==> src/rtl/pow_5_share_arbiter.sv <==
// Round-robin arbiter that shares one multi-cycle pow_5 unit among NUM_REQ
// requesters. Each grant issues the operand, waits for the unit (bounded by a
// timeout), and returns the result, or an error, to the granted requester.
module pow_5_share_arbiter #(
  parameter int NUM_REQ        = 4,
  parameter int W              = 18,
  parameter int TIMEOUT_CYCLES = 64
) (
  input  logic                 clock,
  input  logic                 reset_n,
  input  logic [NUM_REQ-1:0]   req_valid,
  input  logic [NUM_REQ*W-1:0] req_n,
  output logic [NUM_REQ-1:0]   req_ack,
  output logic [NUM_REQ-1:0]   resp_valid,
  output logic [W-1:0]         resp_data,
  output logic                 resp_error,
  output logic                 busy,
  output logic                 unit_run,
  output logic [W-1:0]         unit_n,
  input  logic                 unit_ready,
  input  logic [W-1:0]         unit_result
);

  localparam int PTR_W = $clog2(NUM_REQ);
  localparam int CNT_W = $clog2(TIMEOUT_CYCLES);

  typedef enum logic [1:0] {
    IDLE    = 2'd0,
    ISSUE   = 2'd1,
    WAIT    = 2'd2,
    RESPOND = 2'd3
  } state_t;

  state_t             r_state;
  state_t             w_next_state;
  logic [PTR_W-1:0]   r_ptr;
  logic [PTR_W-1:0]   r_grant;
  logic [CNT_W-1:0]   r_cnt;
  logic [PTR_W-1:0]   w_pick;
  logic               w_found;
  logic               w_timeout;

  // The last WAIT cycle allowed before the request is declared lost.
  assign w_timeout = (r_cnt == CNT_W'(TIMEOUT_CYCLES - 1));

  // Round-robin pick: first pending request scanning upward from pointer+1.
  always_comb begin
    logic [PTR_W-1:0] idx;
    // NOTE: every combinational output gets a default first so no path can
    // leave it unassigned and infer a latch.
    w_pick  = '0;
    w_found = 1'b0;
    idx     = '0;
    for (int i = 1; i <= NUM_REQ; i++) begin
      idx = PTR_W'((int'(r_ptr) + i) % NUM_REQ);
      if (!w_found && req_valid[idx]) begin
        w_pick  = idx;
        w_found = 1'b1;
      end
    end
  end

  // Next-state logic; ready beats timeout when both land on the same edge.
  always_comb begin
    w_next_state = r_state;
    case (r_state)
      IDLE:    if (unit_ready && w_found) w_next_state = ISSUE;
      ISSUE:   w_next_state = WAIT;
      WAIT:    if (unit_ready || w_timeout) w_next_state = RESPOND;
      RESPOND: w_next_state = IDLE;
      default: w_next_state = IDLE;
    endcase
  end

  // State register; reset aborts any in-flight request immediately.
  always_ff @(posedge clock or posedge reset_n) begin
    // NOTE: sequential state uses non-blocking assignments so every register
    // samples pre-edge values regardless of statement order.
    if (reset_n) r_state <= IDLE;
    else         r_state <= w_next_state;
  end

  // Registered datapath and outputs, updated from the current state's action.
  always_ff @(posedge clock or posedge reset_n) begin
    if (reset_n) begin
      r_ptr      <= PTR_W'(NUM_REQ - 1);
      r_grant    <= '0;
      r_cnt      <= '0;
      req_ack    <= '0;
      resp_valid <= '0;
      resp_data  <= '0;
      resp_error <= 1'b0;
      busy       <= 1'b0;
      unit_run   <= 1'b0;
      unit_n     <= '0;
    end else begin
      req_ack    <= '0;
      resp_valid <= '0;
      unit_run   <= 1'b0;
      busy       <= (w_next_state != IDLE);
      case (r_state)
        IDLE: begin
          if (w_next_state == ISSUE) begin
            r_grant         <= w_pick;
            unit_n          <= req_n[w_pick*W +: W];
            unit_run        <= 1'b1;
            req_ack[w_pick] <= 1'b1;
          end
        end
        ISSUE: r_cnt <= '0;
        WAIT: begin
          r_cnt <= r_cnt + 1'b1;
          if (unit_ready) begin
            resp_data           <= unit_result;
            resp_error          <= 1'b0;
            resp_valid[r_grant] <= 1'b1;
          end else if (w_timeout) begin
            resp_data           <= '0;
            resp_error          <= 1'b1;
            resp_valid[r_grant] <= 1'b1;
          end
        end
        RESPOND: begin
          r_ptr      <= r_grant;
          resp_error <= 1'b0;
        end
        default: ;
      endcase
    end
  end

endmodule

==> config.mk <==
export PLATFORM = sky130hd
export DESIGN_NAME = pow_5_share_arbiter
export DESIGN_NICKNAME = d
export VERILOG_FILES = /design/src/rtl/pow_5_share_arbiter.sv
export SDC_FILE = /design/constraint.sdc
export NUM_CORES = 1
export LEC_CHECK = 0
export ABC_AREA = 1
export CAP_MARGIN = 20
export CORE_MARGIN = 2
export CORE_UTILIZATION = 38
export DETAILED_ROUTE_END_ITERATION = 8
export PLACE_DENSITY = 0.76
export SLEW_MARGIN = 20
export SYNTH_ARGS = -nofsm -noshare
export SYNTH_HDL_FRONTEND = slang
export SYNTH_SLANG_ARGS = --single-unit
==> constraint.sdc <==
create_clock -name clock -period 1.7 [get_ports clock]
set_input_delay 0.34 -clock clock [delete_from_list [all_inputs] [get_ports clock]]
set_output_delay 0.34 -clock clock [all_outputs]
set_load 0.05 [all_outputs]
# After elaboration in Yosys (flattened, before gate mapping)
# Cells that the tools add are included.
# word_totals
register_bits	59
input_bits	97
output_inout_bits	47
# op_classes
addsub	5
multipliers	1
order_cmp	8
n_eq_ne	6
shifts	1
muxes	36
reduce_logical	18
# op_table
op	n
$shiftx A72 B8 Y18	1
$mux W18	2
$mux W4	5
$lt A2 B3 Y1 const B	6
$mux W1	14
$mux W2	6
$pmux W6 S2	1
$bmux W1 S2	4
$pmux W2 S4	1
$reduce_bool A2 Y1	4
$add A6 B1 Y6 const B	1
$eq A6 B6 Y1 const B	1
$logic_and A1 B1 Y1	6
$mul A2 B4 Y6 const B	1
$reduce_and A2 Y1	3
$add A2 B1 Y2 const B	2
$add A2 B2 Y2 const B	2
$demux W1 S2	2
$eq A2 B1 Y1 const B	2
$eq A2 B2 Y1 const B	2
$ge A2 B1 Y1 const B	2
$logic_not A1 Y1	3
$ne A3 B3 Y1 const B	1
$logic_not A2 Y1	1
other kinds (2)	2

# Longest topological paths before layout
# depth
word_depth	19
ltp_mapped	18
depth_no_buf	16

# Worst setup path before layout
# No wires, ideal clock.
# synth_timing
kind	flip-flop to flip-flop
startpoint	register r_ptr[0]
endpoint	register unit_n[8]
arrival_ns	1.793
required_time_ns	1.582
slack_ns	-0.211
path_stages_with_launch	18
n_path_buf	2
period_less_slack_ns	1.911
path_cell_list	dfstp_2 > inv_2 > nand2_1 > nand2_1 > nand2_1 > nand2_2 > nor2_4 > nand3_2 > nand2_4 > nand2_4 > buf_6 > buf_6 > nand2_1 > nand2_1 > nand2_1 > nand2_1 > nand2_1 > nand2_1
# synth_between
elab_chain_cells	18
elab_cells_between_ends	33
classes_between	add/sub (4); mul (1); eq/ne (1); shift (1); mux (18); reduce/logical (8)
# synth_lines
element	line	source
start: declaration	36	logic [PTR_W-1:0] r_ptr;
start signal: assignment	86	r_ptr <= PTR_W'(NUM_REQ - 1);
start signal: assignment	124	r_ptr <= r_grant;
branches (longest 18 deep; another with $add A2 B1 Y2)	n/a	
end signal: assignment	105	unit_n <= req_n[w_pick*W +: W];
end: declaration	19	output logic [W-1:0] unit_n,
# Parallel ways; which one is timed is not known. The select of a mux whose other input is x is not followed.
# A chain may end at the register's enable or synchronous reset.

# Worst setup path after layout
# layout_timing
startpoint	register r_ptr[0]
endpoint	register unit_n[1]
# The elaborated chain is that of the path after synthesis.

==> summary.md <==
| Metric | Value |
|---|---|
| CP startpoint | `r_ptr[0]` |
| Ports placed on the boundary | `144` |
| Die width | `97.0 um` |
| Area of the mapped netlist | `3280 um2` |
| Layout cell share with drive strength beyond 1 | `22.7%` |
| Largest net degree at the start of global routing | `37` |
| Xor-xnor portion of the synthesized cell area | `0%` |
| Number of antenna violations at the first check in global routing | `0` |
| Combinational family with the most area after synthesis | `simple AND/OR/NAND/NOR gates` |
| Diode insertion count for antenna repair | `0` |
| Gate Count Post-Synth | `475` |
| # hold bufs at CTS | `0` |
| Initial Util | `39.6%` |
| Worst Skew | `0.00645 ns` |
| TritonCTS sink count | `59` |
| Critical Path End Type | `flip-flop` |
| Achievable clock frequency | `0.472 GHz` |
| Tightest slew margin relative to the limit | `73.4%` |
| Cells on worst reg2reg path | `16` |
| Final-layout fill cell count | `691` |
| Number of global-route vias before repair | `3459` |
| GRT Total Usage | `19.8%` |
| Half-perimeter wire length after placement | `6.91 mm` |
| Total CTS buffers | `9` |
| Initial DRT Pass Iterations | `6` |
| Wire length after detailed routing | `9.63 mm` |
| Remaining antenna violation count | `0` |
| Final worst setup slack | `-0.421 ns` |
| Launching element type of the critical path | `flip-flop` |
| Post-Syn Area per Cell | `6.91 um2` |
| Worst Setup Path Type | `reg -> reg` |
| Net count, final | `745` |
| Violations in the final reports | `setup timing` |
| Port bufs | `143` |
| Post-Route Hold Slack | `0.360 ns` |
| CP arrival | `2.38 ns` |
| Cell repeated most along the worst path | `nand2_1` |
| Die height | `97.0 um` |
| Status | `finished, violations left` |
| GR Overflow Total | `0` |
| DRC | `0` |
| MaxCap Viol Count | `0` |
| Clk pin slew, worst setup/hold paths | `0.07 ns` |
| Max FO, Critical Path | `14` |
| FP Rows | `33` |
| Sequential standard cell area | `1480 um2` |
| CTS tree | `built` |
| Capture point of the worst reg-to-reg path | `unit_n[1]` |
| Yosys synthesis warning count | `0` |
| Synth cell types | `23` |
| Maximum count of clock buffers along a single path | `2` |
| Post-placement setup slack | `-0.476 ns` |
| Final core utilization | `66.0%` |
| Minimum clock period after layout | `2.12 ns` |
| Final Wtd Congestion | `0.785` |
| Biggest cell delay along the critical path | `0.59 ns` |
| Maximum VDD drop | `0.000874 V` |
| Number of setup violations in the final report | `27` |
| Global-route wire length before repair | `15.5 mm` |
| Cells along the critical path | `inv_4 > nand2_2 > nand2_2 > nand2_2 > nand2_4 > nor2_4 > nand3_4 > nand2_4 > buf_6 > buf_12 > nand3_1 > nand2_1 > nand2_1 > nand2_1 > nand2_1 > nand2_1` |
| Startpoint of the worst-slack reg-to-reg timing path | `r_ptr[0]` |
| Iteration-0 DRC Markers | `96` |
| Post-detailed-route via-to-cell ratio | `4.80` |
| Data required time of the worst path | `1.96 ns` |
| Crit path max-delay family | `simple AND/OR/NAND/NOR gates` |
| Flip-flop and latch count after synthesis | `59` |
| Tcrit/Tclk final | `125%` |
| # H-tree levels | `3` |
| Die Outline Area | `9400 um2` |
| Via Count | `3620` |
| Worst-Skew Late Latency | `0.32 ns` |
| P per Cell Area | `2200 nW/um2` |
| Cell type of the slowest stage on the worst timing path | `dfstp_2` |
| Multi-input logic area | `1740 um2` |
| Routed length per placed instance | `12.8 um` |
| CTS Root Buffer Type | `clkbuf_8` |
| Synthesized-area fraction occupied by ao, oa, aoi and oai cells | `2.21%` |
| Adder and majority gate portion of the synthesized area | `1.52%` |
| Core Region | `8300 um2` |
| Post-synthesis mux area share | `0%` |
| Synth-to-layout area growth | `66.8%` |
| Simple logic cell fraction of the synthesized area | `45.3%` |
| Number of endpoints with negative hold slack in the final report | `0` |
| Total nets after synthesis | `576` |
| Class of the tightest hold or removal check | `in -> async` |
| Worst Max-Slew Pin Slew | `0.398 ns` |
| Most common cell after layout, fill and taps aside | `nand2_1` |
| Setup slack, reg-to-reg | `-0.42 ns` |
| Commonest cells after routing, fill and taps aside | `nand2_1 (240), clkdlybuf4s50_1 (96), buf_4 (66), nand3_1 (63), dfrtp_1 (57)` |
| Leakage | `0.00283 uW` |
| Buffering stage count on the worst path with inverters included | `3` |
| RSZ-0062 raised after global routing | `true` |
| Max-slew violation count | `0` |
| Register area share after synthesis | `45.0%` |
## power by group
| part | leakage, uW | switching [uW] | internal (uW) |
|---|---|---|---|
| Sequential | 0.000754 | 342 | 1970 |
| Clock | 0.000113 | 523 | 903 |
| Combinational | 0.00197 | 5130 | 3190 |
## cell families after synthesis
kind of cell | after synthesis
AOI/OAI and AO/OA | 13
adders and majority gates | 4
buffers and inverters | 44
DFF | 59
and+or+nand+nor | 355
## cell usage after synthesis, drive strengths merged
| cell | n | area [um2] |
|---|---|---|
| nor3b | 1 | 7.51 |
| dfstp | 2 | 52.6 |
| nand3 | 66 | 340 |
| inv | 21 | 78.8 |
| a21oi | 4 | 20.0 |
| o31ai | 1 | 7.51 |
| nand2 | 266 | 1030 |
| clkbuf | 8 | 30.0 |
| o21a | 1 | 7.51 |
| nor2 | 8 | 40.0 |
| o21ai | 6 | 30.0 |
| nor3 | 14 | 70.1 |
| ha | 4 | 50.1 |
| buf | 15 | 87.6 |
| dfrtp | 57 | 1430 |
| o21bai | 1 | 7.51 |
## area by class of cell
type | instances | area share [%]
Inverter | 21 | 1.74
Clock buffer | 12 | 2.83
Timing Repair Buffer | 181 | 32.9
Sequential cell | 59 | 27.0
Clock inverter | 4 | 1.32
Multi-Input combinational cell | 372 | 31.8
Tap cell | 105 | 2.40
## registers in the layout, indices dropped and copies added, names as in the netlist
name	flops
busy	1
r_cnt	6
r_grant	2
r_ptr	2
r_state	2
req_ack	4
resp_data	18
resp_error	1
resp_valid	4
unit_n	18
unit_run	1
## worst max path at each step
| stage | end | slack [ns] | depth (start not counted) |
|---|---|---|---|
| 6_report | unit_n[1] | -0.42 | 16 |
| 5_1_grt | unit_n[17] | -0.56 | 16 |
| 4_1_cts | unit_n[8] | -0.32 | 16 |
| 3_5_place_dp | unit_n[2] | -0.48 | 18 |
| 3_3_place_gp | unit_n[17] | -0.42 | 18 |
| 2_1_floorplan | unit_n[8] | -0.19 | 17 |
## worst reg2reg max path, delay by kind of cell (launching register included)
kind	cells	cell delay (ns)
AND/OR/NAND/NOR	13	1.09
flip-flops	1	0.59
buffers and inverters	3	0.37
## metal layers
metal | wire length, um | GRT usage (%)
met1 | 4060 | 22.9
met5 | 0 | 0
met3 | 678 | 4.62
met4 | 174 | 6.18
met2 | 4730 | 36.0
## metrics by stage
stage | cell area [um2] | TNS (ns) | std cells | power, uW
after detailed placement | 4880 | -10.73 | 720 | 9570
final | 5480 | -9.38 | 754 | 12100
after global placement | 4880 | -9.42 | 720 | 9440
after global routing | 5480 | -12.38 | 754 | 12900
after CTS | 5300 | -7.05 | 748 | 11600
after floorplan | 3310 | -3.18 | 475 | 7330
## what timing repair did
action / in CTS / in global routing
buffers inserted: 9 / 4
endpoints found under the hold margin: 0 / 0
pin swaps: 9 / 13
setup endpoints to repair: 27 / 49
gates resized for setup: 23 / 27
gates cloned: 3 / 2
(Power assumes the default switching activity.)
